### src/rtl/spawn_scheduler.sv
// Round-robin spawn arbiter for the obstacle and collectible controllers.
// Grants one spawn at a time, enforces a tick gap, and hands out clamped amplitude and level-based speed.
module spawn_scheduler #(
    parameter int          GAP_TICKS   = 8,
    parameter logic [9:0]  AMP_MAX     = 10'd200,
    parameter logic [9:0]  SPEED_BASE  = 10'd5,
    parameter logic [9:0]  SPEED_MAX   = 10'd12,
    parameter int          LEVEL_SHIFT = 2
) (
    input  logic        clk,
    input  logic        rst,
    input  logic        game_en,
    input  logic        enable,
    input  logic        req_obst,
    input  logic        req_green,
    input  logic [9:0]  rand_in,
    input  logic [7:0]  bank_level,
    output logic        grant_obst,
    output logic        grant_green,
    output logic [9:0]  spawn_amp,
    output logic [9:0]  spawn_speed,
    output logic        busy
);

    localparam int CNT_W = (GAP_TICKS < 1) ? 1 : $clog2(GAP_TICKS + 1);

    typedef enum logic [1:0] {S_IDLE, S_GRANT, S_GAP} state_t;

    state_t             state;
    logic [CNT_W-1:0]   gap_cnt;
    logic               pend_o;
    logic               pend_g;
    logic               last_green;
    logic               arb;
    logic               win_obst;
    logic               clr_o;
    logic               clr_g;

    function automatic logic [9:0] clamp_amp(input logic [9:0] amp);
        return (amp > AMP_MAX) ? AMP_MAX : amp;
    endfunction

    function automatic logic [9:0] calc_speed(input logic [7:0] level);
        logic [9:0] sum;
        sum = SPEED_BASE + ({2'b00, level} >> LEVEL_SHIFT);
        return (sum > SPEED_MAX) ? SPEED_MAX : sum;
    endfunction

    // Obstacle wins when it is the only one pending, or on a tie when green went last.
    always_comb begin
        arb      = (state == S_IDLE) && game_en && (pend_o || pend_g);
        win_obst = pend_o && (!pend_g || last_green);
        clr_o    = arb && win_obst;
        clr_g    = arb && !win_obst;
    end

    always_ff @(posedge clk or negedge rst) begin
        if (!rst) begin
            state       <= S_IDLE;
            gap_cnt     <= '0;
            pend_o      <= 1'b0;
            pend_g      <= 1'b0;
            last_green  <= 1'b1;
            grant_obst  <= 1'b0;
            grant_green <= 1'b0;
            spawn_amp   <= '0;
            spawn_speed <= SPEED_BASE;
            busy        <= 1'b0;
        end else if (!enable) begin
            state       <= S_IDLE;
            gap_cnt     <= '0;
            pend_o      <= 1'b0;
            pend_g      <= 1'b0;
            grant_obst  <= 1'b0;
            grant_green <= 1'b0;
            busy        <= 1'b0;
        end else begin
            grant_obst  <= 1'b0;
            grant_green <= 1'b0;
            // A new request in the same cycle as the clear keeps the bit set.
            pend_o      <= (pend_o && !clr_o) || req_obst;
            pend_g      <= (pend_g && !clr_g) || req_green;
            case (state)
                S_IDLE: begin
                    if (arb) begin
                        grant_obst  <= win_obst;
                        grant_green <= !win_obst;
                        last_green  <= !win_obst;
                        spawn_amp   <= clamp_amp(rand_in);
                        spawn_speed <= calc_speed(bank_level);
                        gap_cnt     <= CNT_W'(GAP_TICKS);
                        state       <= S_GRANT;
                        busy        <= 1'b1;
                    end
                end
                S_GRANT: begin
                    if (GAP_TICKS == 0) begin
                        state <= S_IDLE;
                        busy  <= 1'b0;
                    end else begin
                        state <= S_GAP;
                        busy  <= 1'b1;
                    end
                end
                S_GAP: begin
                    if (game_en) begin
                        if (gap_cnt <= CNT_W'(1)) begin
                            gap_cnt <= '0;
                            state   <= S_IDLE;
                            busy    <= 1'b0;
                        end else begin
                            gap_cnt <= gap_cnt - CNT_W'(1);
                        end
                    end
                end
                default: begin
                    state <= S_IDLE;
                    busy  <= 1'b0;
                end
            endcase
        end
    end

endmodule

### config.mk
export PLATFORM = sky130hd
export DESIGN_NAME = spawn_scheduler
export DESIGN_NICKNAME = d
export VERILOG_FILES = /design/src/rtl/spawn_scheduler.sv
export SDC_FILE = /design/constraint.sdc
export NUM_CORES = 1
export LEC_CHECK = 0
export ABC_AREA = 1
export BUFFER_PORTS_ARGS = -buffer_cell sky130_fd_sc_hd__buf_2
export CAP_MARGIN = 10
export CORE_UTILIZATION = 50
export CTS_BUF_LIST = sky130_fd_sc_hd__clkbuf_4 sky130_fd_sc_hd__clkbuf_8
export DETAILED_ROUTE_END_ITERATION = 8
export GPL_TIMING_DRIVEN = 0
export MAX_ROUTING_LAYER = met4
export PLACE_DENSITY = 0.79
export SYNTH_ARGS = -nofsm -noshare
export SYNTH_HDL_FRONTEND = slang
export SYNTH_SLANG_ARGS = --single-unit
### constraint.sdc
create_clock -name clk -period 1.7 [get_ports clk]
set_clock_uncertainty 0.15 [all_clocks]
set_input_delay 0 -clock clk [delete_from_list [all_inputs] [get_ports clk]]
set_output_delay 0 -clock clk [all_outputs]
set_load 0.05 [all_outputs]
==> parameters.txt <==
Parameter                              Value

Worst setup path
  CP most frequent cell    sky130_fd_sc_hd__dlygate4sd3_1
  Startpoint class of the critical path    input port
  Endpoint kind of the worst setup timing path    flop
  Gate family responsible for the most delay along the worst path    buffers and inverters
  Critical path buffers and inverters    4
  Worst reg-to-reg path cell count    5
  Arrival time reported for the critical path endpoint    1.64 ns
  Reg-to-Reg Start    state[0]
  Max FO, Critical Path    3
  Endpoint of the most critical register-to-register path    spawn_amp[1]
  Biggest cell delay along the critical path    0.57 ns
  Stages on worst setup path    7
  Required time of the critical path    1.77 ns
  CP max-delay cell    sky130_fd_sc_hd__dlygate4sd3_1
  Worst R2R Setup Slack    0.22 ns
  Cells traversed along the worst timing path    dlygate4sd3_1 > buf_2 > nor2_2 > inv_1 > nor2_1 > dlygate4sd3_1 > o21ai_1
  WS Path Type    input port to flop

Synthesis
  Post-synthesis average cell area    7.65 um^2
  Count of unique library cells instantiated by Yosys    23
  Count of yosys warnings during synthesis    0
  Total of flip-flops plus latches after synthesis    29
  Share of synthesized area occupied by flip-flops and latches    0.492
  Cell area after synthesis    1480 um^2
  Number of instances in the synthesized netlist    194

Floorplanning
  Die H    56.5 um
  Initial cell density of the core    0.534
  Num ports    47
  Die footprint    3190 um^2
  Number of core rows    19
  Die extent in x    56.5 um
  Standard cell core area    2780 um^2

Layout
  Area growth from synthesis to final layout    34.7%
  Number of antenna diodes    0
  Most frequent cells in the layout    sky130_fd_sc_hd__nand2_1 (51), sky130_fd_sc_hd__buf_2 (42), sky130_fd_sc_hd__nor2_1 (30)
  Final core occ    0.718
  Post-route cell area    2000 um^2
  Register cell area after layout    729 um^2
  Layout cell share with drive strength beyond 1    0.257
  Number of nets at the end of the flow    292
  Fill cell total of the finished layout    219
  Multi-input logic area    601 um^2
  Most common cell after layout, fill and taps aside    sky130_fd_sc_hd__nand2_1

Job
  Number of max-capacitance violations reported    0

Drt
  Number of vias after detailed routing    1407
  Avg Vias per Cell    4.75
  Routed len/inst    11.0 um
  DRC violation count after routing    0
  Number of iterations in the first detailed-routing pass    4
  First-iteration detailed-routing DRC count    39
  Antenna-violating nets left    0
  Total routed wirelength    3240 um

Power
  Switching part of the total power    0.381
  Design internal power    1.08 mW
  Power share of the combinational group    0.305
  Clock network power share    0.232
  Power per Cell Area    877 nW/um^2
  Switching Power    0.668 mW
  Leakage    1.13 nW
  Peak supply drop    0.000723 V
  Share of power burned in registers    0.463
  Overall Power    1.75 mW

STA
  Final Hold Slack    0.0217 ns
  Highest clock rate    637 MHz
  Share of the cycle needed by the critical path after routing    0.924
  Relative max-transition margin    0.584
  Final max-slew violation count    0
  RSZ-0062 raised after global routing    false
  Final critical path time including I/O delays and setup    1.57 ns
  Slew at the pin closest to its max-slew limit    0.624 ns
  Final Hold Violating Endpoints    0
  Number of endpoints failing setup at the final stage    0
  Setup TNS    0 ns

Clocking
  Clock network latency to the later pin of the worst-skew pair    0.33 ns
  H-tree level count    2
  Clock-pin slew on the worst setup and hold paths    0.10 ns
  Library cell used as clock root buffer    sky130_fd_sc_hd__clkbuf_4
  Clock Path Buffers    2
  CTS tree    built
  Number of buffers added for setup after CTS    0
  Inserted Clock Buffers    5
  Number of sinks driven by the clock tree    29

Worst hold path
  Classification of the worst-slack hold path    input port to flop
  Worst-case hold path end point    spawn_speed[3]
  Hold Path Stages    7
  Min-delay src    bank_level[3]

GRT
  First-pass GRT wire length    5510 um
  GRT Resource Usage Total    0.232
  Met1 Resource Use GR    0.235
  Number of antenna violations at the first check in global routing    0
  Global route overflow    0
  Most crowded layer after global routing    met2
  Vias in the first global route    1412
  Fraction of met2 tracks used by global routing    0.420
  Met3 Track Usage GR    0.0553
  Largest net degree at the start of global routing    30

Outcome
  Run status    finished, final reports clean

Place
  Routability congestion estimate from global placement    0.785
  HPWL reported at the end of detailed placement    2010 um
  Cell Area, Placed    1730 um^2
  IO Port Bufs    40
==> cells by family (layout without fill, tap and decap cells) <==
group | after synthesis | in the layout | share of synthesized area
simple gates | 99 | 99 | 0.278
buf+inv | 38 | 107 | 0.110
flops | 29 | 29 | 0.492
compound gates | 21 | 21 | 0.0717
fa+ha+maj | 4 | 4 | 0.0337
xor+xnor | 2 | 2 | 0.0118
other cells | 1 | 3 | 0.00253
==> layout make-up <==
class | count | area share
Sequential cell | 29 | 0.365
Timing Repair Buffer | 61 | 0.205
Inverter | 32 | 0.0601
Clock inverter | 3 | 0.00877
Multi-Input combinational cell | 129 | 0.301
Clock buffer | 5 | 0.0188
Tap cell | 31 | 0.0194
Buffer | 6 | 0.0219
==> power groups by stage <==
stage | clock network [mW] | logic (mW) | registers (mW)
after floorplan | 0 | 0.179 | 1.01
after global placement | 0 | 0.485 | 0.823
after detailed placement | 0 | 0.493 | 0.822
after CTS | 0.423 | 0.532 | 0.811
after global routing | 0.451 | 0.578 | 0.820
final | 0.407 | 0.534 | 0.811
==> synth_stat cells (all sizes together) <==
cell type   n  area share
nor2       32       0.083
xor2        2       0.012
conb        1      0.0025
nand2      51        0.13
or2         1      0.0042
dfrtp      26        0.44
o22ai       1      0.0042
o21ai      12       0.040
dfstp       3       0.053
nor3        3       0.013
buf         6       0.030
a21oi       8       0.027
inv        32       0.081
ha          4       0.034
nand4       2      0.0084
nand3      10       0.040
==> how the worst max path moves through the flow <==
stage	from	end
6_report	rand_in[9]	spawn_amp[6]
2_1_floorplan	gap_cnt[0]	busy
5_1_grt	rand_in[9]	spawn_amp[7]
3_3_place_gp	gap_cnt[0]	busy
3_5_place_dp	state[1]	spawn_speed[3]
4_1_cts	rand_in[9]	spawn_amp[3]
==> worst register-to-register path: stages (launching register included) <==
cell,delay [ns]
sky130_fd_sc_hd__dfrtp_1,0.46
sky130_fd_sc_hd__nor3_2,0.23
sky130_fd_sc_hd__nand3_2,0.17
sky130_fd_sc_hd__buf_2,0.24
sky130_fd_sc_hd__nand2_1,0.08
sky130_fd_sc_hd__nand2_1,0.06
==> registers in the layout, indices dropped and copies added, names as in the netlist <==
name / count
busy: 1
gap_cnt: 4
grant_green: 1
grant_obst: 1
last_green: 1
pend_g: 1
pend_o: 1
spawn_amp: 10
spawn_speed: 7
state: 2
==> metrics by stage <==
| stage | instances | setup slack, ns |
|---|---|---|
| global route | 296 | 0.0785 |
| floorplan | 196 | 0.343 |
| finish | 296 | 0.129 |
| detailed placement | 267 | 0.237 |
| CTS | 297 | 0.129 |
| global placement | 267 | 0.249 |
==> metal layers <==
layer  share of wire  vias to the layer above  wire length [um]
met2            0.52                       39              1680
met5               0                        -                 0
met1            0.41                      629              1340
met4           0.020                        0                65
li1                -                      730                 -
met3           0.049                        9               158
==> timing repair <==
action / 4_1_cts / 5_1_grt
gates resized for setup: 0 / 1
hold endpoints to repair: 52 / 0
hold buffers: 22 / 0
setup endpoints to repair: 0 / 6
(Power assumes the default switching activity.)
